[src/rtl/mcp23017_word_sequencer.sv]
// Pairs UART bytes into 16-bit port words and streams them to i2c_tx as
// MCP23017 write frames, after a one-time IODIR setup frame.
module mcp23017_word_sequencer #(
    parameter logic [6:0]  DEV_ADDR     = 7'h20,
    parameter int unsigned PAIR_TIMEOUT = 18_000
) (
    input  logic        clk,
    input  logic        reset,
    input  logic [7:0]  rx_data,
    input  logic        received,
    input  logic        i2c_busy,
    output logic [7:0]  tx_data,
    output logic [1:0]  tx_index,
    output logic        tx_wr,
    output logic        tx_start,
    output logic [15:0] gpio_word,
    output logic        init_done,
    output logic        pending,
    output logic        overrun
);

    localparam int unsigned TW = $clog2(PAIR_TIMEOUT + 1);
    localparam logic [TW-1:0] TimerLast = TW'(PAIR_TIMEOUT - 1);

    typedef enum logic [2:0] {
        StInitLoad,
        StLoad,
        StStart,
        StWaitBusy,
        StIdle
    } state_e;

    state_e        state_q;
    logic [1:0]    slot_q;
    logic          frame_init_q;
    logic [15:0]   word_q;
    logic          wait_first_q;
    logic          have_low_q;
    logic [7:0]    low_q;
    logic [TW-1:0] timer_q;
    logic [15:0]   pend_word_q;
    logic          pending_q;
    logic          overrun_q;
    logic [7:0]    tx_data_q;
    logic [1:0]    tx_index_q;
    logic          tx_wr_q;
    logic          tx_start_q;
    logic [15:0]   gpio_word_q;
    logic          init_done_q;

    logic        word_done;
    logic [15:0] word_val;
    logic        consume;

    // Init frame writes zeros to IODIRA/IODIRB via sequential addressing.
    function automatic logic [7:0] frame_byte(input logic [1:0] slot, input logic init,
                                              input logic [15:0] word);
        logic [7:0] b;
        case (slot)
            2'd0:    b = {DEV_ADDR, 1'b0};
            2'd1:    b = init ? 8'h00 : 8'h12;
            2'd2:    b = init ? 8'h00 : word[7:0];
            default: b = init ? 8'h00 : word[15:8];
        endcase
        return b;
    endfunction

    assign word_done = received && have_low_q;
    assign word_val  = {rx_data, low_q};
    assign consume   = (state_q == StIdle) && pending_q && !i2c_busy;

    always_ff @(posedge clk) begin
        if (reset) begin
            state_q      <= StInitLoad;
            slot_q       <= 2'd0;
            frame_init_q <= 1'b0;
            word_q       <= 16'h0;
            wait_first_q <= 1'b0;
            have_low_q   <= 1'b0;
            low_q        <= 8'h0;
            timer_q      <= '0;
            pend_word_q  <= 16'h0;
            pending_q    <= 1'b0;
            overrun_q    <= 1'b0;
            tx_data_q    <= 8'h0;
            tx_index_q   <= 2'd0;
            tx_wr_q      <= 1'b0;
            tx_start_q   <= 1'b0;
            gpio_word_q  <= 16'h0;
            init_done_q  <= 1'b0;
        end else begin
            tx_wr_q    <= 1'b0;
            tx_start_q <= 1'b0;
            overrun_q  <= 1'b0;

            if (received) begin
                if (have_low_q) begin
                    have_low_q <= 1'b0;
                end else begin
                    low_q      <= rx_data;
                    have_low_q <= 1'b1;
                    timer_q    <= '0;
                end
            end else if (have_low_q) begin
                if (timer_q == TimerLast) begin
                    have_low_q <= 1'b0;
                end else begin
                    timer_q <= timer_q + 1'b1;
                end
            end

            // A word landing on the consume cycle becomes the new pending word.
            if (word_done) begin
                pend_word_q <= word_val;
                pending_q   <= 1'b1;
                if (pending_q && !consume) begin
                    overrun_q <= 1'b1;
                end
            end else if (consume) begin
                pending_q <= 1'b0;
            end

            case (state_q)
                StInitLoad: begin
                    if (slot_q != 2'd0 || !i2c_busy) begin
                        frame_init_q <= 1'b1;
                        tx_wr_q      <= 1'b1;
                        tx_index_q   <= slot_q;
                        tx_data_q    <= frame_byte(slot_q, 1'b1, word_q);
                        slot_q       <= slot_q + 2'd1;
                        if (slot_q == 2'd3) begin
                            state_q <= StStart;
                        end
                    end
                end
                StLoad: begin
                    tx_wr_q    <= 1'b1;
                    tx_index_q <= slot_q;
                    tx_data_q  <= frame_byte(slot_q, 1'b0, word_q);
                    slot_q     <= slot_q + 2'd1;
                    if (slot_q == 2'd3) begin
                        state_q <= StStart;
                    end
                end
                StStart: begin
                    tx_start_q   <= 1'b1;
                    wait_first_q <= 1'b1;
                    if (!frame_init_q) begin
                        gpio_word_q <= word_q;
                    end
                    state_q <= StWaitBusy;
                end
                StWaitBusy: begin
                    // i2c_tx may not have raised busy yet on the tx_start cycle.
                    if (wait_first_q) begin
                        wait_first_q <= 1'b0;
                    end else if (!i2c_busy) begin
                        state_q <= StIdle;
                        if (frame_init_q) begin
                            init_done_q <= 1'b1;
                        end
                    end
                end
                StIdle: begin
                    if (consume) begin
                        word_q       <= pend_word_q;
                        frame_init_q <= 1'b0;
                        tx_wr_q      <= 1'b1;
                        tx_index_q   <= 2'd0;
                        tx_data_q    <= {DEV_ADDR, 1'b0};
                        slot_q       <= 2'd1;
                        state_q      <= StLoad;
                    end
                end
                default: state_q <= StIdle;
            endcase
        end
    end

    assign tx_data   = tx_data_q;
    assign tx_index  = tx_index_q;
    assign tx_wr     = tx_wr_q;
    assign tx_start  = tx_start_q;
    assign gpio_word = gpio_word_q;
    assign init_done = init_done_q;
    assign pending   = pending_q;
    assign overrun   = overrun_q;

endmodule

[config.mk]
export PLATFORM = sky130hd
export DESIGN_NAME = mcp23017_word_sequencer
export DESIGN_NICKNAME = d
export VERILOG_FILES = /design/src/rtl/mcp23017_word_sequencer.sv
export SDC_FILE = /design/constraint.sdc
export NUM_CORES = 1
export LEC_CHECK = 0
export CORE_MARGIN = 2
export CORE_UTILIZATION = 50
export DETAILED_ROUTE_END_ITERATION = 8
export PLACE_DENSITY = 0.75
export RECOVER_POWER = 50
export SLEW_MARGIN = 10
export SYNTH_ARGS = -nofsm -noshare
export SYNTH_HDL_FRONTEND = slang
export SYNTH_SLANG_ARGS = --single-unit
[constraint.sdc]
create_clock -name clk -period 1.6 [get_ports clk]
set_input_delay 0.32 -clock clk [delete_from_list [all_inputs] [get_ports clk]]
set_output_delay 0.32 -clock clk [all_outputs]
set_load 0.01 [all_outputs]
==> results.py <==
metrics = {
    "power_and_ir_drop": {
        "switching_power_mw": 1.40,
        "p_per_area_nw_per_um2": 1030,
        "p_comb_share_pct": 18.3,
        "swShare_pct": 28.0,
        "ir_worst_vdd_mv": 0.543,
        "internal_power_mw": 3.61,
        "p_clk_share_pct": 31.7,
        "seqPwrFrac_pct": 49.9,
        "leakage_nw": 1.72,
    },
    "setup_path": {
        "worstPathCellList": "or4_4 > o41ai_4 > buf_4 > or3_2 > a21oi_2",
        "r2r_slack_ns": -0.01,
        "slowest_stage": "or4_4",
        "slowest_delay_ns": 0.54,
        "cp.arrival_ns": 1.87,
        "crit_type": "reg2reg",
        "worstReg2RegStart": "timer_q[11]",
        "cp-end-kind": "flip-flop",
        "required_ns": 1.86,
        "rr_endpoint": "timer_q[4]",
        "crit_fanout": 6,
        "cp-start-kind": "flip-flop",
        "ff2ff_path_depth": 5,
    },
    "synth": {
        "synthTopCellsByArea": "dfxtp_1, nand2_1, a21oi_1",
        "synth_cells": 468,
        "synth_edf_count": 0,
        "ys.flop_type": "dfxtp_1",
        "yosys.area.top_type": "dfxtp_1",
        "seq_area_frac_synth_pct": 49.1,
        "synth_nets": 485,
        "synth_most_common_cell": "nand2_1",
        "yosys_register_bits": 94,
        "yosysUniqueCellTypes": 56,
        "syn_area_per_cell_um2": 8.19,
        "synth_top_cell_area_share_pct": 49.1,
        "synth_warnings": 0,
        "syn-cell-area_um2": 3830,
        "netlist_top_cells_count": "nand2_1, dfxtp_1, a21oi_1, nor2_1, clkbuf_1",
        "synthArstFlopShare_pct": 0,
    },
    "timing": {
        "setup_slack_ns": -0.0141,
        "period_share_pct": 101,
        "worstMarginPinSlew_ns": 0.475,
        "relSlewSlack_pct": 68.2,
        "rsz0062_at_grt": "yes",
        "hold_viol": 0,
        "finalSetupTns_ns": -0.0141,
        "final-max-slew-violation-count": 0,
        "fin_skew_ns": 0.00978,
        "hold-worst-slack_ns": 0.231,
        "min_period_ns": 1.61,
        "final-setup-viol-count": 1,
        "fmax_mhz": 620,
    },
    "global_route": {
        "grt_pass1_vias": 3244,
        "antenna_found_initial": 0,
        "grt_first_pass_wirelength_um": 15200,
        "grt-ovfl-total": 0,
        "grtUsageTotal_pct": 22.1,
        "grt_max_degree": 43,
    },
    "die": {
        "die_area_um2": 8380,
        "num_rows": 31,
        "coreArea_um2": 7330,
        "chipHeight_um": 91.6,
        "ios": 43,
        "initial_core_util_pct": 52.3,
        "die_x_um": 91.6,
    },
    "clock_tree": {
        "cts_max_level": 3,
        "root_buffer": "clkbuf_8",
        "clk_pin_slew_ns": 0.09,
        "cts_buffer_depth": 2,
        "numCtsBuffers": 9,
        "clock_latency_ns": 0.37,
        "cts_tree": "built",
        "numClockSinks": 94,
    },
    "final_layout": {
        "nets": 552,
        "final_util_pct": 66.6,
        "drive_above_1_share_pct": 17.2,
        "final_cell_area_um2": 4890,
        "area_growth_pct": 27.4,
        "diodes": 0,
    },
    "routing": {
        "vias_per_cell": 5.30,
        "totalWireLength_um": 8790,
        "drc": 0,
        "drt_first_pass_iters": 5,
        "ant_nets": 0,
        "post_drt_wl_per_cell_um": 13.8,
        "vias": 3386,
        "drt_iter0_drc": 153,
    },
    "placed_design": {
        "place_ws_ns": -0.310,
        "hpwlAfterDp_um": 6050,
        "postPlaceCellArea_um2": 4630,
        "gp_congestion": 0.875,
        "portBuffers": 42,
    },
    "min_path": {
        "hold_end": "slot_q[0]",
        "min_path_cells": 2,
        "hold_class": "in2reg",
        "worstHoldStart": "reset",
    },
    "outcome": {
        "failed_checks": "negative setup slack",
        "status": "finished with violations",
    },
    "flow_run": {
        "drv_cap": 0,
    },
}
-- how the worst max path moves through the flow --
stage / startpoint / cells past startpoint / endpoint / slack [ns]
4_1_cts: tx_data[7] / 1 / tx_data[7] / 0.006
3_5_place_dp: i2c_busy / 4 / tx_data[7] / -0.31
5_1_grt: slot_q[0] / 7 / tx_data[6] / -0.05
6_report: timer_q[11] / 5 / timer_q[4] / -0.01
3_3_place_gp: i2c_busy / 4 / tx_data[3] / -0.22
2_1_floorplan: state_q[2] / 6 / frame_init_q / -0.004
-- worst max-delay path: cells and delay by family (launching register included) --
kind                   cells  cell delay, ns
AND/OR/NAND/NOR            2            0.66
flip-flops                 1            0.33
AO/OA/AOI/OAI              2            0.32
buffers and inverters      1            0.21
-- through the flow --
step | std cells | total power [mW]
after floorplan | 468 | 3.07
after detailed placement | 623 | 3.44
final | 639 | 5.01
after CTS | 640 | 5.00
after global placement | 623 | 3.42
after global routing | 639 | 5.26
-- kinds of logic (layout without fill, tap and decap cells) --
logic type,count (synthesis),in the layout,share of synthesized area [%]
fa+ha+maj,5,5,1.63
simple gates,210,210,25.5
flops,94,94,49.1
xor+xnor,2,2,0.457
mux,4,4,1.08
buf+inv,36,108,4.31
compound gates,117,117,18.0
-- state kept, by name, indices dropped and copies added (netlist names) --
| name | cells |
|---|---|
| have_low_q | 1 |
| wait_first_q | 1 |
| state_q | 3 |
| gpio_word | 16 |
| pending | 1 |
| pend_word_q | 16 |
| low_q | 8 |
| word_q | 16 |
| init_done | 1 |
| tx_data | 8 |
| tx_index | 2 |
| overrun | 1 |
| frame_init_q | 1 |
| tx_start | 1 |
| slot_q | 2 |
| tx_wr | 1 |
| timer_q | 15 |
-- routing by layer --
metal	global-route usage (%)	wire length, µm	share of wire (%)	vias to the layer above
li1	-	-	-	1732
met3	3.49	306	3.5	13
met1	29.2	4120	47	1570
met5	0	0	0	-
met2	35.7	4220	48	71
met4	9.85	146	1.7	0
-- what timing repair did --
item                                    in CTS  in global routing
resized for setup                           13                 38
endpoints found under the setup margin      19                 53
hold buffers                                 0                  0
pin swaps                                    4                  2
buffers inserted                             2                  0
-- power by group through the flow --
stage,clock (mW),sequential [mW],combinational [mW]
2_1_floorplan,0,2.57,0.497
3_3_place_gp,0,2.55,0.868
3_5_place_dp,0,2.56,0.881
4_1_cts,1.61,2.50,0.894
5_1_grt,1.72,2.52,1.03
6_report,1.59,2.50,0.920
-- area by class of cell --
cell class	instances	area (µm²)
multi-input cells	338	1860
flip-flops and latches	94	1890
inverters	5	18.8
repair buffers	87	797
clock buffers	10	128
clock inverters	6	68.8
well taps	99	124
fillers	615	2440
-- cell usage in the layout (no fill, tap or decap), types with 9 or more instances in the layout --
master | Yosys | layout
nand2_1 | 127 | 127
a21oi_1 | 78 | 77
clkdlybuf4s25_1 | 0 | 18
clkbuf_8 | 0 | 9
dfxtp_1 | 94 | 87
clkdlybuf4s50_1 | 0 | 18
nor2_1 | 22 | 22
buf_4 | 2 | 36
No activity file was read; power rests on OpenSTA's default activity.
